### src/rtl/count_bcd_converter.sv
// count_bcd_converter: two-channel sequential double-dabble binary-to-BCD converter with periodic refresh (optional blank masks via BCD_BLANK_EN)
module count_bcd_converter #(
  parameter int WIDTH          = 32,
  parameter int DIGITS         = 10,
  parameter int REFRESH_CYCLES = 1000000
) (
  input  logic                  clk,
  input  logic                  rst_n,
  input  logic [WIDTH-1:0]      bin_a,
  input  logic [WIDTH-1:0]      bin_b,
  input  logic                  force_upd,
  output logic [4*DIGITS-1:0]   bcd_a,
  output logic [4*DIGITS-1:0]   bcd_b,
  output logic                  busy,
  output logic                  upd,
  output logic [DIGITS-1:0]     blank_a,
  output logic [DIGITS-1:0]     blank_b
);
  localparam int BW = 4 * DIGITS;
  localparam int CW = $clog2(WIDTH + 1);
  localparam int RW = $clog2(REFRESH_CYCLES);
  typedef enum logic [2:0] {IDLE, LOAD_A, SHIFT_A, STORE_A, LOAD_B, SHIFT_B, STORE_B} state_t;
  state_t state, state_n;
  logic [WIDTH-1:0] shreg;
  logic [BW-1:0] scratch, adj;
  logic [CW-1:0] cnt;
  logic [RW-1:0] rcnt;
  logic wrap, req, last;
  assign wrap = rcnt == RW'(REFRESH_CYCLES - 1);
  assign req  = force_upd | wrap;
  assign last = cnt == CW'(WIDTH - 1);
  // add 3 to every scratch digit that is 5 or more before the shift
  always_comb begin
    adj = scratch;
    for (int i = 0; i < DIGITS; i++)
      adj[4*i+:4] = scratch[4*i+:4] >= 4'd5 ? scratch[4*i+:4] + 4'd3 : scratch[4*i+:4];
  end
  // next-state sequencing: channel A pass then channel B pass
  always_comb begin
    state_n = state;
    case (state)
      IDLE:    state_n = req ? LOAD_A : IDLE;
      LOAD_A:  state_n = SHIFT_A;
      SHIFT_A: state_n = last ? STORE_A : SHIFT_A;
      STORE_A: state_n = LOAD_B;
      LOAD_B:  state_n = SHIFT_B;
      SHIFT_B: state_n = last ? STORE_B : SHIFT_B;
      default: state_n = IDLE;
    endcase
  end
  // state register
  always_ff @(posedge clk or negedge rst_n)
    if (!rst_n) state <= IDLE;
    else state <= state_n;
  // refresh counter runs freely and wraps every REFRESH_CYCLES
  always_ff @(posedge clk or negedge rst_n)
    if (!rst_n) rcnt <= '0;
    else rcnt <= wrap ? '0 : rcnt + RW'(1);
  // conversion datapath, output banks and status flags
  always_ff @(posedge clk or negedge rst_n)
    if (!rst_n) begin
      shreg   <= '0;
      scratch <= '0;
      cnt     <= '0;
      bcd_a   <= '0;
      bcd_b   <= '0;
      busy    <= 1'b0;
      upd     <= 1'b0;
    end else begin
      upd <= state == STORE_B;
      if (state == IDLE && req) busy <= 1'b1;
      if (state == STORE_B) busy <= 1'b0;
      if (state == LOAD_A || state == LOAD_B) begin
        shreg   <= state == LOAD_A ? bin_a : bin_b;
        scratch <= '0;
        cnt     <= '0;
      end
      if (state == SHIFT_A || state == SHIFT_B) begin
        scratch <= {adj[BW-2:0], shreg[WIDTH-1]};
        shreg   <= {shreg[WIDTH-2:0], 1'b0};
        cnt     <= cnt + CW'(1);
      end
      if (state == STORE_A) bcd_a <= scratch;
      if (state == STORE_B) bcd_b <= scratch;
    end
`ifdef BCD_BLANK_EN
  logic [DIGITS-1:0] blk;
  logic z;
  // digit i is blank when it and every higher digit are zero; units never blank
  always_comb begin
    blk = '0;
    z = 1'b1;
    for (int i = DIGITS - 1; i >= 1; i--) begin
      z = z & (scratch[4*i+:4] == 4'd0);
      blk[i] = z;
    end
  end
  // blank masks are captured alongside their digit bank
  always_ff @(posedge clk or negedge rst_n)
    if (!rst_n) begin
      blank_a <= '0;
      blank_b <= '0;
    end else begin
      if (state == STORE_A) blank_a <= blk;
      if (state == STORE_B) blank_b <= blk;
    end
`else
  assign blank_a = '0;
  assign blank_b = '0;
`endif
endmodule
### config.mk
export PLATFORM = sky130hd
export DESIGN_NAME = count_bcd_converter
export DESIGN_NICKNAME = d
export VERILOG_FILES = /design/src/rtl/count_bcd_converter.sv
export SDC_FILE = /design/constraint.sdc
export NUM_CORES = 1
export LEC_CHECK = 0
export CAP_MARGIN = 20
export CORE_AREA = 2 2 140 142
export DETAILED_ROUTE_END_ITERATION = 10
export DIE_AREA = 0 0 142 144
export PLACE_DENSITY_LB_ADDON = 0.2
export REMOVE_ABC_BUFFERS = 1
export SYNTH_ARGS = -nofsm -noshare
export SYNTH_HDL_FRONTEND = slang
export SYNTH_SLANG_ARGS = --single-unit
### constraint.sdc
create_clock -name clk -period 1.5 [get_ports clk]
set_input_delay 0.3 -clock clk [delete_from_list [all_inputs] [get_ports clk]]
set_output_delay 0.3 -clock clk [all_outputs]
set_load 0.005 [all_outputs]
==> run_results.csv, run 1 <==
group,metric,value,unit
status,status,"complete, but fails checks",
status,violations,"negative setup slack",
drt,vias_per_cell,5.43,
timing,drv_slew,0,
worst_setup_path,crit_path_cell_trace,"or3b_4 -> and2_4 -> buf_12 -> buf_16 -> o21ai_2 -> o21ai_1",
layout,layout.cells.non_filler,1369,
place,gp_congestion,0.782,
power_and_ir_drop,leakage,6.49,nW
place,placed_area,0.0112,sq mm
place,dp.cells,1262,
layout,utilization,0.711,
clock_network,cts_htree_levels,4,
die,initial_core_util,0.457,
timing,clock_skew,0.0109,ns
drt,met1Wirelength,10900,um
grt,grt_max_degree,46,
layout,final_area,0.0136,sq mm
logic_synthesis,synth_cell_types,56,
die,coreArea,0.0191,sq mm
timing,worst_slack,-0.229,ns
clock_network,root_buffer,"clkbuf_16",
grt,grt_pass1_vias,7157,
place,dp_hpwl,13500,um
timing,hold_viol_final,0,
layout,drive_gt1_frac,0.347,
worst_setup_path,cp.required,1.81,ns
worst_setup_path,worstSetupPathType,"reg2reg",
die,die_y,144,um
power_and_ir_drop,powerDensity,1580,mW/mm^2
logic_synthesis,ys_ff_latch,183,
drt,drc,0,
logic_synthesis,avgSynthCellArea,10.7,sq um
timing,timing.fmax,578,MHz
logic_synthesis,synthTopCellsByArea,"dfrtp_1 (52%), o21ai_0 (6.2%), mux2_2 (5.3%)",
worst_setup_path,worst-path-max-fanout,7,
layout,multi_input_area,0.00445,sq mm
clock_network,worstSkewPairLatency,0.43,ns
logic_synthesis,synth_edf_count,0,
drt,routed_wl,25100,um
timing,period_share,1.15,
layout,fillers,1357,
clock_network,clk_path_buf_depth,2,
logic_synthesis,synth-seq-area-share,0.525,
timing,period_minus_slack,1.73,ns
worst_setup_path,cp-start-kind,"flip-flop",
timing,fin_tns_setup,-13.78,ns
worst_setup_path,critPathSlowestCell,"dfrtp_2",
drt,routed-wl-met3,1150,um
grt,grt_pass1_wl,36600,um
worst_setup_path,crit_path_end_kind,"flip-flop",
logic_synthesis,yosysTopAreaCell,"dfrtp_1",
layout,syn_to_final_growth,55.4,%
timing,final-setup-viol-count,124,
grt,antenna_found_initial,0,
logic_synthesis,synth_top_area_share,0.525,
job,max_cap_violations,0,
clock_network,clk_pin_slew,0.07,ns
logic_synthesis,syn_inst,814,
worst_setup_path,slowest_delay,0.46,ns
die,rows,51,
logic_synthesis,ys.warnings.count,0,
drt,wire_per_inst,18.3,um
die,top_level_ports,169,
clock_network,cts_tree,"done",
drt,ant_nets,0,
drt,firstDrtPassIters,5,
timing,rsz0062_at_grt,"yes",
die,die-area,0.0204,sq mm
drt,topRoutingLayerUsed,"met4",
logic_synthesis,synth_area,0.00872,sq mm
min_path,hold_class,"in2async",
die,fp.dieW,142,um
layout,fin_nets,1207,
drt,num_vias,7439,
logic_synthesis,ys.flop_type,"dfrtp_1",
clock_network,cts_made_buffers,17,
timing,holdWs,0.359,ns
worst_setup_path,arrival,2.04,ns
power_and_ir_drop,ir_drop,1090,uV
grt,grt_overflow,0,
grt,grt_util_all_layers,0.226,
drt,drt_iter0_markers,448,
layout,regArea,0.00458,sq mm
layout,diodes,0,
clock_network,clock-sinks,183,
drt,wl_met2,12600,um
place,port_buffers,148,
logic_synthesis,async_flop_share,1.00,
==> final cells by class <==
| cell class | instances | area share |
|---|---|---|
| Tap cell | 238 | 0.0220 |
| Multi-Input combinational cell | 559 | 0.328 |
| Clock buffer | 19 | 0.0319 |
| Inverter | 23 | 0.00655 |
| Sequential cell | 183 | 0.338 |
| Clock inverter | 13 | 0.0109 |
| Timing Repair Buffer | 334 | 0.262 |
==> per-layer routing <==
layer,up-vias,track usage
met5,-,0
met4,0,0.0553
met3,38,0.0464
met2,239,0.378
met1,3679,0.305
li1,3483,-
==> final timing paths <==
path                          endpoint      start  slack, ns  cells after the start
max in group asynchronous    bcd_b[23]      rst_n       0.53                      3
min reg2reg                  bcd_b[25]  bcd_b[25]       0.48                      2
min                        scratch[34]      rst_n       0.36                      2
max reg2reg                   shreg[6]   state[0]      -0.23                      6
max                           shreg[6]   state[0]      -0.23                      6
min in group clk             bcd_b[25]  bcd_b[25]       0.48                      2
==> cells in the mapped netlist (all sizes together), types with 13 or more instances <==
cell	count
clkbuf	26
mux2	41
inv	23
xnor2	17
ha	22
o21ai	115
a21oi	23
o31ai	13
buf	43
o22ai	17
dfrtp	183
mux2i	15
a211oi	33
nand2	84
nor2	16
nor2b	35
==> repair_timing <==
item | 4_1_cts | 5_1_grt
hold endpoints to repair | 32 | 0
endpoints found under the setup margin | 193 | 137
gates resized for setup | 242 | 117
gates cloned | 15 | 10
pin swaps | 16 | 39
setup buffers | 33 | 22
hold buffers | 1 | 0
==> logic make-up after synthesis <==
kind of cell,after synthesis,share of synthesized area
and+or+nand+nor,197,0.119
muxes,56,0.0701
other,1,0.000430
adders and majority gates,22,0.0316
DFF,183,0.525
buffers and inverters,92,0.0552
AOI/OAI and AO/OA,239,0.175
xor gates and xnor gates,24,0.0241
==> registers in the layout, indices dropped and copies added, names as in the netlist <==
name and cells:
rcnt 20, cnt 6, scratch 40, bcd_b 40, shreg 32, upd 1, busy 1, bcd_a 40
state 3
==> placed cells by master (no fill, tap or decap), types with 8 or more instances in the layout <==
cell type	instances
xnor2_1	17
mux2i_1	14
o22ai_2	8
a211oi_2	24
nor2b_1	25
mux2_4	17
dfrtp_1	180
o21ai_1	51
ha_1	19
buf_4	113
inv_1	19
a21oi_1	16
o21ai_2	26
mux2_2	24
nor2_1	15
o21ai_0	38
buf_6	29
nand2_1	79
nand2b_1	12
nor3b_1	9
dlygate4sd2_1	82
clkdlybuf4s50_1	65
a32o_1	9
nor2b_2	9
clkbuf_16	25
nand3_1	8
o22ai_1	9
buf_12	20
a22o_1	12
conb_1	20
buf_16	13
==> critical path, delay by kind of cell, from the launching register on <==
kind	cells	cell delay [ns]
buffers and inverters	2	0.29
AOI/OAI and AO/OA	2	0.19
and+or+nand+nor	2	0.67
DFF	1	0.46
==> metrics by stage <==
step	power, mW	worst slack [ns]
6_report	21.4	-0.229
3_3_place_gp	12.0	-0.153
4_1_cts	19.5	-0.138
5_1_grt	22.4	-0.282
3_5_place_dp	12.2	-0.191
2_1_floorplan	9.13	-1.44
==> report_power, final <==
group | internal, mW | switching [mW]
Clock | 2.48 | 2.01
Sequential | 5.62 | 0.521
Combinational | 5.49 | 5.24
Total | 13.6 | 7.77
(Power assumes the default switching activity.)
==> run 2, diff against run 1 <==
--- a/config.mk
+++ b/config.mk
@@ -5,7 +5,7 @@
 export SDC_FILE = /design/constraint.sdc
 export NUM_CORES = 1
 export LEC_CHECK = 0
-export CAP_MARGIN = 20
+export CAP_MARGIN = 30
 export CORE_AREA = 2 2 140 142
 export DETAILED_ROUTE_END_ITERATION = 10
 export DIE_AREA = 0 0 142 144
==> results of run 2 <==
The final DEF is identical to that of run 1; final timing and power are the same.
